## src/rtl/gpio_serial_loader.sv

```systemverilog
`default_nettype none
// ============================================================================
// Module      : gpio_serial_loader
// Description : Shifts per-pad GPIO config words into the two housekeeping
//               serial chains in parallel, farthest pad first, then pulses load.
//               Optional bit-bang override: GPIO_LOADER_BITBANG_EN.
// Revision    : 1.0 - initial release
// ============================================================================
module gpio_serial_loader #(
    parameter int NPADS   = 19,
    parameter int WBITS   = 13,
    parameter int CLK_DIV = 2
) (
    input  logic             wb_clk_i,
    input  logic             wb_rst_i,
    input  logic             xfer_start,
    output logic             busy,
    output logic             done,
    output logic [4:0]       cfg_idx,
    input  logic [WBITS-1:0] cfg_data_1,
    input  logic [WBITS-1:0] cfg_data_2,
    input  logic             bb_en,
    input  logic             bb_clock,
    input  logic             bb_load,
    input  logic             bb_resetn,
    input  logic             bb_data_1,
    input  logic             bb_data_2,
    output logic             serial_clock,
    output logic             serial_load,
    output logic             serial_resetn,
    output logic             serial_data_1,
    output logic             serial_data_2
);

    localparam int c_DIV_W = (CLK_DIV > 1) ? $clog2(CLK_DIV) : 1;
    localparam int c_BIT_W = (WBITS > 1) ? $clog2(WBITS) : 1;
    localparam logic [c_DIV_W-1:0] c_DIV_LAST = c_DIV_W'(CLK_DIV - 1);
    localparam logic [c_BIT_W-1:0] c_BIT_LAST = c_BIT_W'(WBITS - 1);
    localparam logic [4:0]         c_PAD_LAST = 5'(NPADS - 1);

    typedef enum logic [2:0] {
        S_IDLE, S_FETCH, S_LATCH, S_SETUP, S_CLKHI, S_LOAD, S_LOADLO, S_DONE
    } state_t;

    state_t             r_state, w_state_nxt;
    logic [c_DIV_W-1:0] r_div, w_div_nxt;
    logic [c_BIT_W-1:0] r_bit, w_bit_nxt;
    logic [WBITS-1:0]   r_sreg1, w_sreg1_nxt, r_sreg2, w_sreg2_nxt;
    logic [4:0]         r_cfg_idx, w_cfg_idx_nxt;
    logic               r_busy, w_busy_nxt, r_done, w_done_nxt;
    logic               r_sclk, w_sclk_nxt, r_sload, w_sload_nxt;
    logic               r_sd1, w_sd1_nxt, r_sd2, w_sd2_nxt;
    logic               r_sresetn;
    logic               w_div_wrap, w_abort, w_start_ok;

`ifdef GPIO_LOADER_BITBANG_EN
    assign w_abort    = bb_en;
    assign w_start_ok = xfer_start & ~bb_en;
`else
    assign w_abort    = 1'b0;
    assign w_start_ok = xfer_start;
`endif

    assign w_div_wrap = (r_div == c_DIV_LAST);

    always_comb begin
        w_state_nxt   = r_state;
        w_div_nxt     = '0;
        w_bit_nxt     = r_bit;
        w_sreg1_nxt   = r_sreg1;
        w_sreg2_nxt   = r_sreg2;
        w_cfg_idx_nxt = r_cfg_idx;
        w_busy_nxt    = r_busy;
        w_done_nxt    = 1'b0;
        w_sclk_nxt    = r_sclk;
        w_sload_nxt   = r_sload;
        w_sd1_nxt     = r_sd1;
        w_sd2_nxt     = r_sd2;

        case (r_state)
            S_IDLE: begin
                if (r_done) w_busy_nxt = 1'b0;
                if (w_start_ok && !r_busy) begin
                    w_state_nxt   = S_FETCH;
                    w_cfg_idx_nxt = c_PAD_LAST;
                    w_busy_nxt    = 1'b1;
                end
            end
            S_FETCH: w_state_nxt = S_LATCH;
            S_LATCH: begin
                // Present the MSB immediately so it is stable through SETUP.
                w_sreg1_nxt = cfg_data_1;
                w_sreg2_nxt = cfg_data_2;
                w_sd1_nxt   = cfg_data_1[WBITS-1];
                w_sd2_nxt   = cfg_data_2[WBITS-1];
                w_bit_nxt   = c_BIT_LAST;
                w_state_nxt = S_SETUP;
            end
            S_SETUP: begin
                w_div_nxt = w_div_wrap ? '0 : r_div + 1'b1;
                if (w_div_wrap) begin
                    w_sclk_nxt  = 1'b1;
                    w_state_nxt = S_CLKHI;
                end
            end
            S_CLKHI: begin
                w_div_nxt = w_div_wrap ? '0 : r_div + 1'b1;
                if (w_div_wrap) begin
                    w_sclk_nxt  = 1'b0;
                    w_sreg1_nxt = {r_sreg1[WBITS-2:0], 1'b0};
                    w_sreg2_nxt = {r_sreg2[WBITS-2:0], 1'b0};
                    if (r_bit != '0) begin
                        w_bit_nxt   = r_bit - 1'b1;
                        w_sd1_nxt   = r_sreg1[WBITS-2];
                        w_sd2_nxt   = r_sreg2[WBITS-2];
                        w_state_nxt = S_SETUP;
                    end else if (r_cfg_idx != '0) begin
                        w_cfg_idx_nxt = r_cfg_idx - 1'b1;
                        w_state_nxt   = S_FETCH;
                    end else begin
                        w_sload_nxt = 1'b1;
                        w_sd1_nxt   = 1'b0;
                        w_sd2_nxt   = 1'b0;
                        w_state_nxt = S_LOAD;
                    end
                end
            end
            S_LOAD: begin
                w_div_nxt = w_div_wrap ? '0 : r_div + 1'b1;
                if (w_div_wrap) begin
                    w_sload_nxt = 1'b0;
                    w_state_nxt = S_LOADLO;
                end
            end
            S_LOADLO: begin
                w_div_nxt = w_div_wrap ? '0 : r_div + 1'b1;
                if (w_div_wrap) w_state_nxt = S_DONE;
            end
            S_DONE: begin
                w_done_nxt  = 1'b1;
                w_state_nxt = S_IDLE;
            end
            default: w_state_nxt = S_IDLE;
        endcase

        if (w_abort) begin
            w_state_nxt   = S_IDLE;
            w_div_nxt     = '0;
            w_cfg_idx_nxt = '0;
            w_busy_nxt    = 1'b0;
            w_done_nxt    = 1'b0;
            w_sclk_nxt    = 1'b0;
            w_sload_nxt   = 1'b0;
            w_sd1_nxt     = 1'b0;
            w_sd2_nxt     = 1'b0;
        end
    end

    always_ff @(posedge wb_clk_i) begin
        if (wb_rst_i) begin
            r_state   <= S_IDLE;
            r_div     <= '0;
            r_bit     <= '0;
            r_sreg1   <= '0;
            r_sreg2   <= '0;
            r_cfg_idx <= '0;
            r_busy    <= 1'b0;
            r_done    <= 1'b0;
            r_sclk    <= 1'b0;
            r_sload   <= 1'b0;
            r_sd1     <= 1'b0;
            r_sd2     <= 1'b0;
            r_sresetn <= 1'b0;
        end else begin
            r_state   <= w_state_nxt;
            r_div     <= w_div_nxt;
            r_bit     <= w_bit_nxt;
            r_sreg1   <= w_sreg1_nxt;
            r_sreg2   <= w_sreg2_nxt;
            r_cfg_idx <= w_cfg_idx_nxt;
            r_busy    <= w_busy_nxt;
            r_done    <= w_done_nxt;
            r_sclk    <= w_sclk_nxt;
            r_sload   <= w_sload_nxt;
            r_sd1     <= w_sd1_nxt;
            r_sd2     <= w_sd2_nxt;
            r_sresetn <= 1'b1;
        end
    end

    assign busy    = r_busy;
    assign done    = r_done;
    assign cfg_idx = r_cfg_idx;

`ifdef GPIO_LOADER_BITBANG_EN
    assign serial_clock  = bb_en ? bb_clock  : r_sclk;
    assign serial_load   = bb_en ? bb_load   : r_sload;
    assign serial_resetn = bb_en ? bb_resetn : r_sresetn;
    assign serial_data_1 = bb_en ? bb_data_1 : r_sd1;
    assign serial_data_2 = bb_en ? bb_data_2 : r_sd2;
`else
    logic w_bb_unused;
    assign w_bb_unused   = ^{bb_en, bb_clock, bb_load, bb_resetn, bb_data_1, bb_data_2};
    assign serial_clock  = r_sclk;
    assign serial_load   = r_sload;
    assign serial_resetn = r_sresetn;
    assign serial_data_1 = r_sd1;
    assign serial_data_2 = r_sd2;
`endif

endmodule
`default_nettype wire

```

## config.mk

```make
export PLATFORM = sky130hd
export DESIGN_NAME = gpio_serial_loader
export DESIGN_NICKNAME = d
export VERILOG_FILES = /design/src/rtl/gpio_serial_loader.sv
export SDC_FILE = /design/constraint.sdc
export NUM_CORES = 1
export LEC_CHECK = 0
export CORE_UTILIZATION = 40
export CTS_BUF_LIST = sky130_fd_sc_hd__clkbuf_4 sky130_fd_sc_hd__clkbuf_8 sky130_fd_sc_hd__clkbuf_16
export DETAILED_ROUTE_END_ITERATION = 8
export PLACE_DENSITY = 0.73
export SLEW_MARGIN = 40
export SYNTH_ARGS = -nofsm -noshare
export SYNTH_HDL_FRONTEND = slang
export SYNTH_SLANG_ARGS = --single-unit
```

## constraint.sdc

```tcl
create_clock -name wb_clk_i -period 2.8 [get_ports wb_clk_i]
set_clock_uncertainty 0.15 [all_clocks]
set_input_delay 0.28 -clock wb_clk_i [delete_from_list [all_inputs] [get_ports wb_clk_i]]
set_output_delay 0.28 -clock wb_clk_i [all_outputs]
set_load 0.01 [all_outputs]
```

==> impl_metrics.env <==
export IMPL_status="finished clean"
export IMPL_drc=0
export IMPL_core_um2=5110
export IMPL_slew_limit_headroom=0.592
export IMPL_required_ns=2.85
export IMPL_port_buffers=40
export IMPL_wire_per_inst_um=12.9
export IMPL_fmax_mhz=447
export IMPL_rr_startpoint="r_state[2]"
export IMPL_grt_pass1_wl_um=8140
export IMPL_wl_met2_um=2270
export IMPL_multi_input_area_um2=1100
export IMPL_synthFlopType="dfxtp_1"
export IMPL_cts_hold_buf=0
export IMPL_diodes=0
export IMPL_startpoint_type="register"
export IMPL_cts_tree="done"
export IMPL_dp_hpwl_um=3240
export IMPL_cts_root_buffer="clkbuf_8"
export IMPL_fill_cells=499
export IMPL_drt_first_pass_iters=4
export IMPL_die_w_um=74.7
export IMPL_crit_path_end_kind="register"
export IMPL_ys_warn_count=0
export IMPL_setup_violations=0
export IMPL_syn_to_final_growth_pct=26.9
export IMPL_netlist_area_um2=2110
export IMPL_power_density_nw_per_um2=555
export IMPL_startpoint="r_state[2]"
export IMPL_maxCapViolations=0
export IMPL_h_tree_depth=2
export IMPL_dpl_instance_area_um2=2570
export IMPL_cpMaxStageDelayCell="dfxtp_1"
export IMPL_ios=47
export IMPL_yosysTopAreaCell="dfxtp_1"
export IMPL_post_cts_setup_buffer_count=0
export IMPL_seq_area_frac_synth=0.417
export IMPL_rr_worst_depth=5
export IMPL_hold_path_class="register to register"
export IMPL_tightest_slew_ns=0.604
export IMPL_syn_nets=300
export IMPL_synthMostInstantiatedCell="nand2_1"
export IMPL_rsz0062_at_grt="false"
export IMPL_antenna_found_initial=0
export IMPL_path_cells="and3b_1 > o21ba_2 > buf_4 > nor2_1 > a311oi_1"
export IMPL_async_flop_share=0
export IMPL_clkSinkCount=44
export IMPL_nets=332
export IMPL_dp_cells=358
export IMPL_synth_top_cell_area_share=0.417
export IMPL_register_area_um2=881
export IMPL_synth_seq_cells=44
export IMPL_grt_pass1_vias=1859
export IMPL_critical_path_class="register to register"
export IMPL_cpPeakStageDelay_ns=0.71
export IMPL_core_rowCount=26
export IMPL_via_count=1971
export IMPL_yosysUniqueCellTypes=48
export IMPL_r2r_end="r_sreg1[11]"
export IMPL_crit_fanout=44
export IMPL_cts_clk_slew_worst_paths_ns=0.09
export IMPL_wl_met1_um=2200
export IMPL_rrSetupSlack_ns=0.57
export IMPL_gp_congestion=0.726
export IMPL_die_h_um=74.7
export IMPL_synth_common_cells="54 x nand2_1, 44 x dfxtp_1, 29 x nor2_1"
export IMPL_slew_viol_final=0
export IMPL_wl_met3_um=194
export IMPL_dieArea_um2=5580
export IMPL_ant_nets=0
export IMPL_final_hold_viol_count=0
export IMPL_viasPerCell=5.39
export IMPL_ir_drop_mv=0.244
export IMPL_clock_path_buffers=2
export IMPL_synth_edf_count=0
export IMPL_instances_no_fill=366
export IMPL_arrival_ns=2.28
export IMPL_cts_made_buffers=5
export IMPL_top_layer="met4"
export IMPL_final_area_um2=2680
export IMPL_min_period_ns=2.23
export IMPL_ys_top_cells_by_area="dfxtp_1 42%, nand2_1 9.6%, a311oi_1 9.1%"
export IMPL_grt_usage=0.188
export IMPL_fin_crit_sh=0.798
export IMPL_grt_max_degree=45
export IMPL_gr_total_overflow=0
export IMPL_syn_avg_cell_area_um2=8.04
export IMPL_clk_latency_ns=0.30
export IMPL_first_iter_violations=149
export IMPL_final_setup_tns_ns=0
export IMPL_routed_wl_um=4720
export IMPL_layout_drive_gt1_share=0.0777
export IMPL_syn_inst=263
export IMPL_cts_resized=0
export IMPL_start_util=0.414
export IMPL_power_leakage_nw=0.976
export IMPL_worstSetupEndpoint="r_sreg1[11]"
[layout by cell type (no fill, tap or decap), types with 2 or more instances in the layout]
master / netlist / final
a22oi_1: 2 / 2
clkdlybuf4s50_1: 0 / 40
nor2_1: 29 / 29
dfxtp_1: 44 / 44
o32ai_1: 2 / 2
nor3b_2: 2 / 2
inv_1: 9 / 9
o311a_1: 2 / 2
a311oi_1: 22 / 22
mux2i_1: 3 / 3
o21ai_0: 8 / 8
nor3_1: 5 / 5
nor3b_1: 2 / 2
nand3_1: 4 / 4
a31oi_1: 3 / 3
buf_4: 1 / 6
a21oi_1: 13 / 13
clkbuf_8: 0 / 5
nand2_1: 54 / 54
nand2b_1: 2 / 2
and3_1: 2 / 2
ha_1: 2 / 2
a211o_1: 4 / 4
or3b_2: 3 / 3
or4_1: 2 / 2
[registers in the layout, indices dropped and copies added (netlist names)]
register,cells
r_div,1
done,1
cfg_idx,5
r_sreg1,12
busy,1
serial_clock,1
serial_data_1,1
serial_resetn,1
serial_load,1
serial_data_2,1
r_state,3
r_bit,4
r_sreg2,12
[worst min path at each step]
stage,startpoint,to,slack (ns),depth (start not counted)
finish,r_sreg1[4],r_sreg1[5],0.33,2
global route,r_sreg1[4],r_sreg1[5],0.35,2
CTS,serial_data_1,serial_data_1,0.33,2
detailed placement,serial_data_1,serial_data_1,0.32,2
global placement,serial_data_2,serial_data_2,0.31,2
floorplan,wb_rst_i,serial_resetn,0.26,1
[power by group]
group	switching, mW	leakage (nW)	total [mW]	internal (mW)
registers	0.0429	0.360	0.720	0.677
clock network	0.231	0.0548	0.500	0.269
logic	0.131	0.561	0.270	0.140
total	0.405	0.976	1.49	1.09
[layout make-up]
class / instances / area share
sequential: 44 / 0.328
inverter: 9 / 0.0126
clock buffer: 5 / 0.0256
multi-input combinational: 188 / 0.410
clock inverter: 3 / 0.0172
tap: 70 / 0.0326
timing repair buffer: 47 / 0.173
[critical path, delay by kind of cell (launching register included)]
kind / cells / cell delay, ns
AOI/OAI and AO/OA: 2 / 0.45
DFF: 1 / 0.71
and+or+nand+nor: 2 / 0.47
buffers and inverters: 1 / 0.35
[metal layers]
layer / vias to the layer above / global-route usage
li1: 1008 / -
met1: 912 / 0.245
met2: 43 / 0.305
met3: 8 / 0.0522
met4: 0 / 0.0545
met5: - / 0
[per-stage QoR]
step	hold slack, ns	power [mW]	utilization	setup WS (ns)
final	0.329	1.49	0.525	0.565
after global routing	0.351	1.58	0.525	0.378
after CTS	0.330	1.50	0.525	0.592
after detailed placement	0.317	1.00	0.503	0.347
after global placement	0.311	0.997	0.503	0.396
after floorplan	0.259	0.897	-	0.771
[cells by family after synthesis]
group                    Yosys count  share of synthesized area
AO/OA/AOI/OAI                     68                      0.240
XOR/XNOR                           1                    0.00414
adder cells (fa/ha/maj)            2                     0.0118
buffers and inverters             31                     0.0627
flip-flops                        44                      0.417
multiplexers                       3                     0.0142
AND/OR/NAND/NOR                  114                      0.251
Power figures use the tool's default switching activity.
